$ cat config.mk
export PLATFORM = sky130hd
export DESIGN_NAME = vehicle_detect_ctrl
export DESIGN_NICKNAME = d
export VERILOG_FILES = /design/src/rtl/traffic_pkg.sv /design/src/rtl/vehicle_detect_lane.sv /design/src/rtl/vehicle_detect_ctrl.sv
export SDC_FILE = /design/constraint.sdc
export NUM_CORES = 1
export LEC_CHECK = 0
export ABC_CLOCK_PERIOD_IN_PS = 1500
export CAP_MARGIN = 20
export CELL_PAD_IN_SITES_DETAIL_PLACEMENT = 1
export CELL_PAD_IN_SITES_GLOBAL_PLACEMENT = 1
export CORE_ASPECT_RATIO = 0.5
export CORE_MARGIN = 5
export CORE_UTILIZATION = 39
export CTS_CLUSTER_SIZE = 10
export DETAILED_ROUTE_END_ITERATION = 16
export HOLD_SLACK_MARGIN = 0.06
export PLACE_DENSITY_LB_ADDON = 0.15
export SYNTH_ARGS = -nofsm -noshare
export SYNTH_HDL_FRONTEND = slang
export SYNTH_HIERARCHICAL = 1
export SYNTH_SLANG_ARGS = --single-unit
export TNS_END_PERCENT = 50
$ cat constraint.sdc
create_clock -name i_clk -period 1.5 [get_ports i_clk]
set_clock_uncertainty 0.15 [all_clocks]
set_input_delay 0.3 -clock i_clk [delete_from_list [all_inputs] [get_ports i_clk]]
set_output_delay 0.3 -clock i_clk [all_outputs]
set_load 0.05 [all_outputs]
$ cat src/rtl/traffic_pkg.sv
// Shared types and default sizing for the vehicle detection front end.
package traffic_pkg;

  typedef enum logic [1:0] {
    IDLE    = 2'd0,
    PENDING = 2'd1,
    SERVING = 2'd2
  } lane_state_e;

  localparam int unsigned DEF_DEBOUNCE_CYCLES = 4;
  localparam int unsigned DEF_WAIT_W          = 8;
  localparam int unsigned DEF_STUCK_CYCLES    = 200;

endpackage

$ cat src/rtl/vehicle_detect_lane.sv
// One direction: sensor synchroniser, debounce, request FSM, wait counter and
// stuck-sensor detection.
module vehicle_detect_lane
  import traffic_pkg::*;
#(
  parameter int unsigned DEBOUNCE_CYCLES = DEF_DEBOUNCE_CYCLES,
  parameter int unsigned WAIT_W          = DEF_WAIT_W,
  parameter int unsigned STUCK_CYCLES    = DEF_STUCK_CYCLES
) (
  input  logic              i_clk,
  input  logic              i_rst,
  input  logic              i_sensor,
  input  logic              i_green,
  output logic              o_detect,
  output logic [WAIT_W-1:0] o_wait,
  output logic              o_fault
);

  localparam int unsigned DB_W    = (DEBOUNCE_CYCLES > 1) ? $clog2(DEBOUNCE_CYCLES) : 1;
  localparam int unsigned STUCK_W = $clog2(STUCK_CYCLES + 1);
  localparam logic [DB_W-1:0]    DB_LAST    = DB_W'(DEBOUNCE_CYCLES - 1);
  localparam logic [STUCK_W-1:0] STUCK_LAST = STUCK_W'(STUCK_CYCLES - 1);

  logic               sync_q1;
  logic               sync_q2;
  logic               deb_q;
  logic [DB_W-1:0]    db_cnt;
  logic [STUCK_W-1:0] stuck_cnt;
  lane_state_e        state;

  // NOTE: every register here uses <= so the synchroniser stages shift by one
  // flop per edge instead of collapsing into a single wire-through.
  always_ff @(posedge i_clk or posedge i_rst) begin
    if (i_rst) begin
      sync_q1 <= 1'b0;
      sync_q2 <= 1'b0;
      deb_q   <= 1'b0;
      db_cnt  <= '0;
    end else begin
      sync_q1 <= i_sensor;
      sync_q2 <= sync_q1;
      if (sync_q2 == deb_q) begin
        db_cnt <= '0;
      end else if (db_cnt == DB_LAST) begin
        deb_q  <= sync_q2;
        db_cnt <= '0;
      end else begin
        db_cnt <= db_cnt + DB_W'(1);
      end
    end
  end

  // Outputs are registered from the current state, so they trail it by one edge.
  always_ff @(posedge i_clk or posedge i_rst) begin
    if (i_rst) begin
      state    <= IDLE;
      o_detect <= 1'b0;
      o_wait   <= '0;
    end else begin
      case (state)
        IDLE:    if (deb_q)    state <= PENDING;
        PENDING: if (i_green)  state <= SERVING;
        SERVING: if (!i_green) state <= deb_q ? PENDING : IDLE;
        default: state <= IDLE;
      endcase
      o_detect <= (state != IDLE);
      if (state == PENDING && !i_green) begin
        if (o_wait != '1) o_wait <= o_wait + WAIT_W'(1);
      end else begin
        o_wait <= '0;
      end
    end
  end

  // Fault is sticky and purely informational; the request keeps being driven.
  always_ff @(posedge i_clk or posedge i_rst) begin
    if (i_rst) begin
      stuck_cnt <= '0;
      o_fault   <= 1'b0;
    end else if (!deb_q || i_green) begin
      stuck_cnt <= '0;
    end else begin
      if (stuck_cnt != STUCK_LAST) stuck_cnt <= stuck_cnt + STUCK_W'(1);
      if (stuck_cnt == STUCK_LAST) o_fault <= 1'b1;
    end
  end

endmodule

$ cat src/rtl/vehicle_detect_ctrl.sv
// Two independent detection lanes producing the NS/EW requests for traffic_light.
module vehicle_detect_ctrl
  import traffic_pkg::*;
#(
  parameter int unsigned DEBOUNCE_CYCLES = DEF_DEBOUNCE_CYCLES,
  parameter int unsigned WAIT_W          = DEF_WAIT_W,
  parameter int unsigned STUCK_CYCLES    = DEF_STUCK_CYCLES
) (
  input  logic              i_clk,
  input  logic              i_rst,
  input  logic              i_ns_sensor,
  input  logic              i_ew_sensor,
  input  logic              i_ns_green,
  input  logic              i_ew_green,
  output logic              o_ns_vehicle_detect,
  output logic              o_ew_vehicle_detect,
  output logic [WAIT_W-1:0] o_ns_wait,
  output logic [WAIT_W-1:0] o_ew_wait,
  output logic              o_ns_fault,
  output logic              o_ew_fault
);

  vehicle_detect_lane #(
    .DEBOUNCE_CYCLES(DEBOUNCE_CYCLES),
    .WAIT_W         (WAIT_W),
    .STUCK_CYCLES   (STUCK_CYCLES)
  ) u_ns_lane (
    .i_clk   (i_clk),
    .i_rst   (i_rst),
    .i_sensor(i_ns_sensor),
    .i_green (i_ns_green),
    .o_detect(o_ns_vehicle_detect),
    .o_wait  (o_ns_wait),
    .o_fault (o_ns_fault)
  );

  vehicle_detect_lane #(
    .DEBOUNCE_CYCLES(DEBOUNCE_CYCLES),
    .WAIT_W         (WAIT_W),
    .STUCK_CYCLES   (STUCK_CYCLES)
  ) u_ew_lane (
    .i_clk   (i_clk),
    .i_rst   (i_rst),
    .i_sensor(i_ew_sensor),
    .i_green (i_ew_green),
    .o_detect(o_ew_vehicle_detect),
    .o_wait  (o_ew_wait),
    .o_fault (o_ew_fault)
  );

endmodule

==> metrics.md <==
| Metric | Value |
|---|---|
| CP Capture Type | flop |
| Post-route ant nets | 0 |
| Synth Area in Simple Gates | 23.6% |
| Leading cell type in the layout, fill and taps excluded | buf_4 |
| TNS Setup | -0.0569 ns |
| Clock sinks | 50 |
| LEAKAGE | 1.48 nW |
| Fillcell total | 590 |
| Synth Area in Compound Gates | 13.0% |
| N_diodes | 0 |
| Leading area contributor after synthesis | dfrtp_1 |
| WS Path Type | reg2reg |
| Count of final setup violators | 2 |
| Clock tree from TritonCTS | built |
| Clock root cell | clkbuf_16 |
| Hold Fails Final Rpt | 0 |
| Global route overflow | 0 |
| Fin worst setup slack | -0.0398 ns |
| Vias in the first global route | 2,160 |
| Share of the synthesized area in the top cell type | 53.5% |
| Achievable Freq | 649 MHz |
| #FFs+latches synth | 50 |
| Required time worst endpoint | 1.55 ns |
| Maximum fanout along the worst path | 3 |
| Clock buffer depth | 2 |
| Post-Route WL | 6200 µm |
| Post-synthesis sequential area ratio | 53.5% |
| Placer congestion estimate | 0.781 |
| Area delta synth->final | 49.0% |
| Initial core utilization | 41.4% |
| Netlist Area Pre-Place | 2340 µm² |
| Crit share post-route | 103% |
| FFs w/ async S/R, synth | 100% |
| Worst path cell trace | buf_4 -> nor3b_1 -> nand2_1 -> a31oi_1 |
| Dpl hpwl | 4150 µm |
| Row cnt | 19 |
| Fin nets | 300 |
| Mux contribution to synthesized area | 1.93% |
| Largest family of logic cells by synthesized area | simple AND/OR/NAND/NOR gates |
| Synth area leaders | dfrtp_1 53%, a21oi_1 3.9%, ha_1 3.2% |
| Minimum clock period | 1.54 ns |
| Setup WS pre-CTS | -0.302 ns |
| Clk slew on worst S/H paths | 0.07 ns |
| Vias per inst | 5.53 |
| Final Max Tran Viols | 0 |
| Adder-Cell Fraction of Synth Area | 3.21% |
| Overall power | 4.00 mW |
| CP max-delay cell | dfrtp_1 |
| Predominant post-synthesis flop cell | dfrtp_1 |
| Layout cells sized above 1 | 42.2% |
| Multi-input logic area | 1170 µm² |
| Synth unique cells | 37 |
| Reg area | 1270 µm² |
| GRT Util Overall | 16.7% |
| Failing checks | setup timing |
| Antenna violations before repair | 0 |
| Xor and xnor fraction of the mapped netlist area | 2.99% |
| Via count | 2,002 |
| Die ar. | 7740 µm² |
| Post-Synthesis Cells | 220 |
| Worst VDD drop | 0.891 mV |
| Status | finished with violations |
| CP Data Arrival Time | 1.59 ns |
| Max-slew headroom | 70.8% |
| Io pins | 26 |
| Crit path launch type | flop |
| Post-synth EDFFs | 0 |
| First-pass GRT wire length | 10,400 µm |
| PD cells | 1150 nW/µm² |
| Drt pass-1 iters | 4 |
| Drc violations | 0 |
| Yosys warns | 6 |
| Commonest cells after routing, fill and taps aside | 37 x buf_4, 31 x dfrtp_1, 22 x buf_12 |
| Skew-Pair Late Insertion Delay | 0.29 ns |
| TritonCTS Buffers | 5 |
| Mean Syn Cell Area | 10.6 µm² |
| Worst reg-to-reg setup slack | -0.04 ns |
| Starting DRC count in detailed routing | 53 |
| H-tree levels | 2 |
| Wire length per cell | 17.1 µm |
| Die X | 120 µm |
| Max Cap Viol | 0 |
| RSZ-0062 raised after global routing | yes |
| Pin count of the biggest net entering global routing | 26 |
| Hold crit path type | in2async |
| CP max stage delay | 0.43 ns |
| Core area | 5660 µm² |
| Die height | 64.8 µm |
| Port Buffers | 25 |
| Synth Net Count | 232 |
| Slew of the pin with the lowest slew margin | 0.437 ns |
## critical path: cells and delay by family (launching register included)
family / cells / cell delay [ns]
AO/OA/AOI/OAI: 1 / 0.19
flip-flops: 1 / 0.43
buffers and inverters: 1 / 0.17
AND/OR/NAND/NOR: 2 / 0.51
## Yosys cell counts (6+ instances only)
| library cell | count |
|---|---|
| a21oi_1 | 18 |
| a31oi_1 | 6 |
| and3_1 | 6 |
| dfrtp_1 | 50 |
| ha_1 | 6 |
| nand2_1 | 12 |
| nand3_1 | 14 |
| nor2_1 | 10 |
| nor3_1 | 12 |
| nor3b_1 | 6 |
| o21ai_0 | 12 |
| xor2_1 | 6 |
## path summary, 6_finish.rpt
check                                       startpoint                      to  cells after the start
worst max-delay path            u_ns_lane/stuck_cnt[4]  u_ns_lane/stuck_cnt[2]                      4
worst min register to register       u_ew_lane/sync_q1       u_ew_lane/sync_q2                      0
worst max register to register  u_ns_lane/stuck_cnt[4]  u_ns_lane/stuck_cnt[2]                      4
min in group i_clk                   u_ew_lane/sync_q1       u_ew_lane/sync_q2                      0
worst min-delay path                             i_rst  u_ns_lane/stuck_cnt[4]                      3
max in group asynchronous                        i_rst     u_ew_lane/o_wait[2]                      3
## flip-flops by register name, indices dropped and copies added, names as in the netlist
| name | cells |
|---|---|
| u_ew_lane/o_wait | 8 |
| u_ew_lane/stuck_cnt | 8 |
| u_ns_lane/o_wait | 8 |
| u_ns_lane/stuck_cnt | 8 |
| u_ew_lane/db_cnt | 2 |
| u_ew_lane/state | 2 |
| u_ns_lane/db_cnt | 2 |
| u_ns_lane/state | 2 |
| u_ew_lane/deb_q | 1 |
| u_ew_lane/o_detect | 1 |
| u_ew_lane/o_fault | 1 |
| u_ew_lane/sync_q1 | 1 |
| u_ew_lane/sync_q2 | 1 |
| u_ns_lane/deb_q | 1 |
| u_ns_lane/o_detect | 1 |
| u_ns_lane/o_fault | 1 |
| u_ns_lane/sync_q1 | 1 |
| u_ns_lane/sync_q2 | 1 |
## layer usage
layer  vias up  part of all wire, %  GRT usage, %
li1        942                    -             -
met5         -                    0             0
met2        30                   50          31.0
met4         0                 0.29          2.43
met1      1028                   46          20.2
met3         2                  3.8          4.52
## cell families (layout without fill, tap and decap cells)
| kind of cell | count (synthesis) | count (layout) |
|---|---|---|
| adder cells (fa/ha/maj) | 6 | 6 |
| multiplexers | 4 | 4 |
| AO/OA/AOI/OAI | 50 | 50 |
| buffers and inverters | 8 | 77 |
| flip-flops | 50 | 50 |
| AND/OR/NAND/NOR | 94 | 94 |
| XOR/XNOR | 8 | 8 |
## power breakdown
part	internal [mW]	leakage, nW	switching (mW)
Clock	0.661	0.0729	0.499
Sequential	1.55	0.638	0.208
Combinational	0.560	0.770	0.515
Total	2.77	1.48	1.22
## area by class of cell
cell class | count | area share [%]
inverter | 4 | 0.431
sequential | 50 | 36.6
tap | 73 | 2.62
multi-input combinational | 162 | 33.7
clock buffer | 6 | 3.98
timing repair buffer | 65 | 22.4
clock inverter | 2 | 0.359
## per-stage QoR
| stage | hold slack (ns) | std cells | utilization [%] | cell area (µm²) |
|---|---|---|---|---|
| after floorplan | 0.177 | 220 | - | 2400 |
| after global placement | 0.195 | 348 | 56.5 | 3200 |
| after detailed placement | 0.186 | 348 | 56.5 | 3200 |
| after CTS | 0.223 | 357 | 60.0 | 3390 |
| after global routing | 0.232 | 362 | 61.6 | 3490 |
| final | 0.218 | 362 | 61.6 | 3490 |
## repair_timing
item / CTS / global route
buffers inserted: 1 / 5
resized for setup: 8 / 19
pin swaps: 0 / 9
setup endpoints to repair: 7 / 23
hold buffers: 0 / 0
Note: power is estimated with default switching activity, not from simulation.
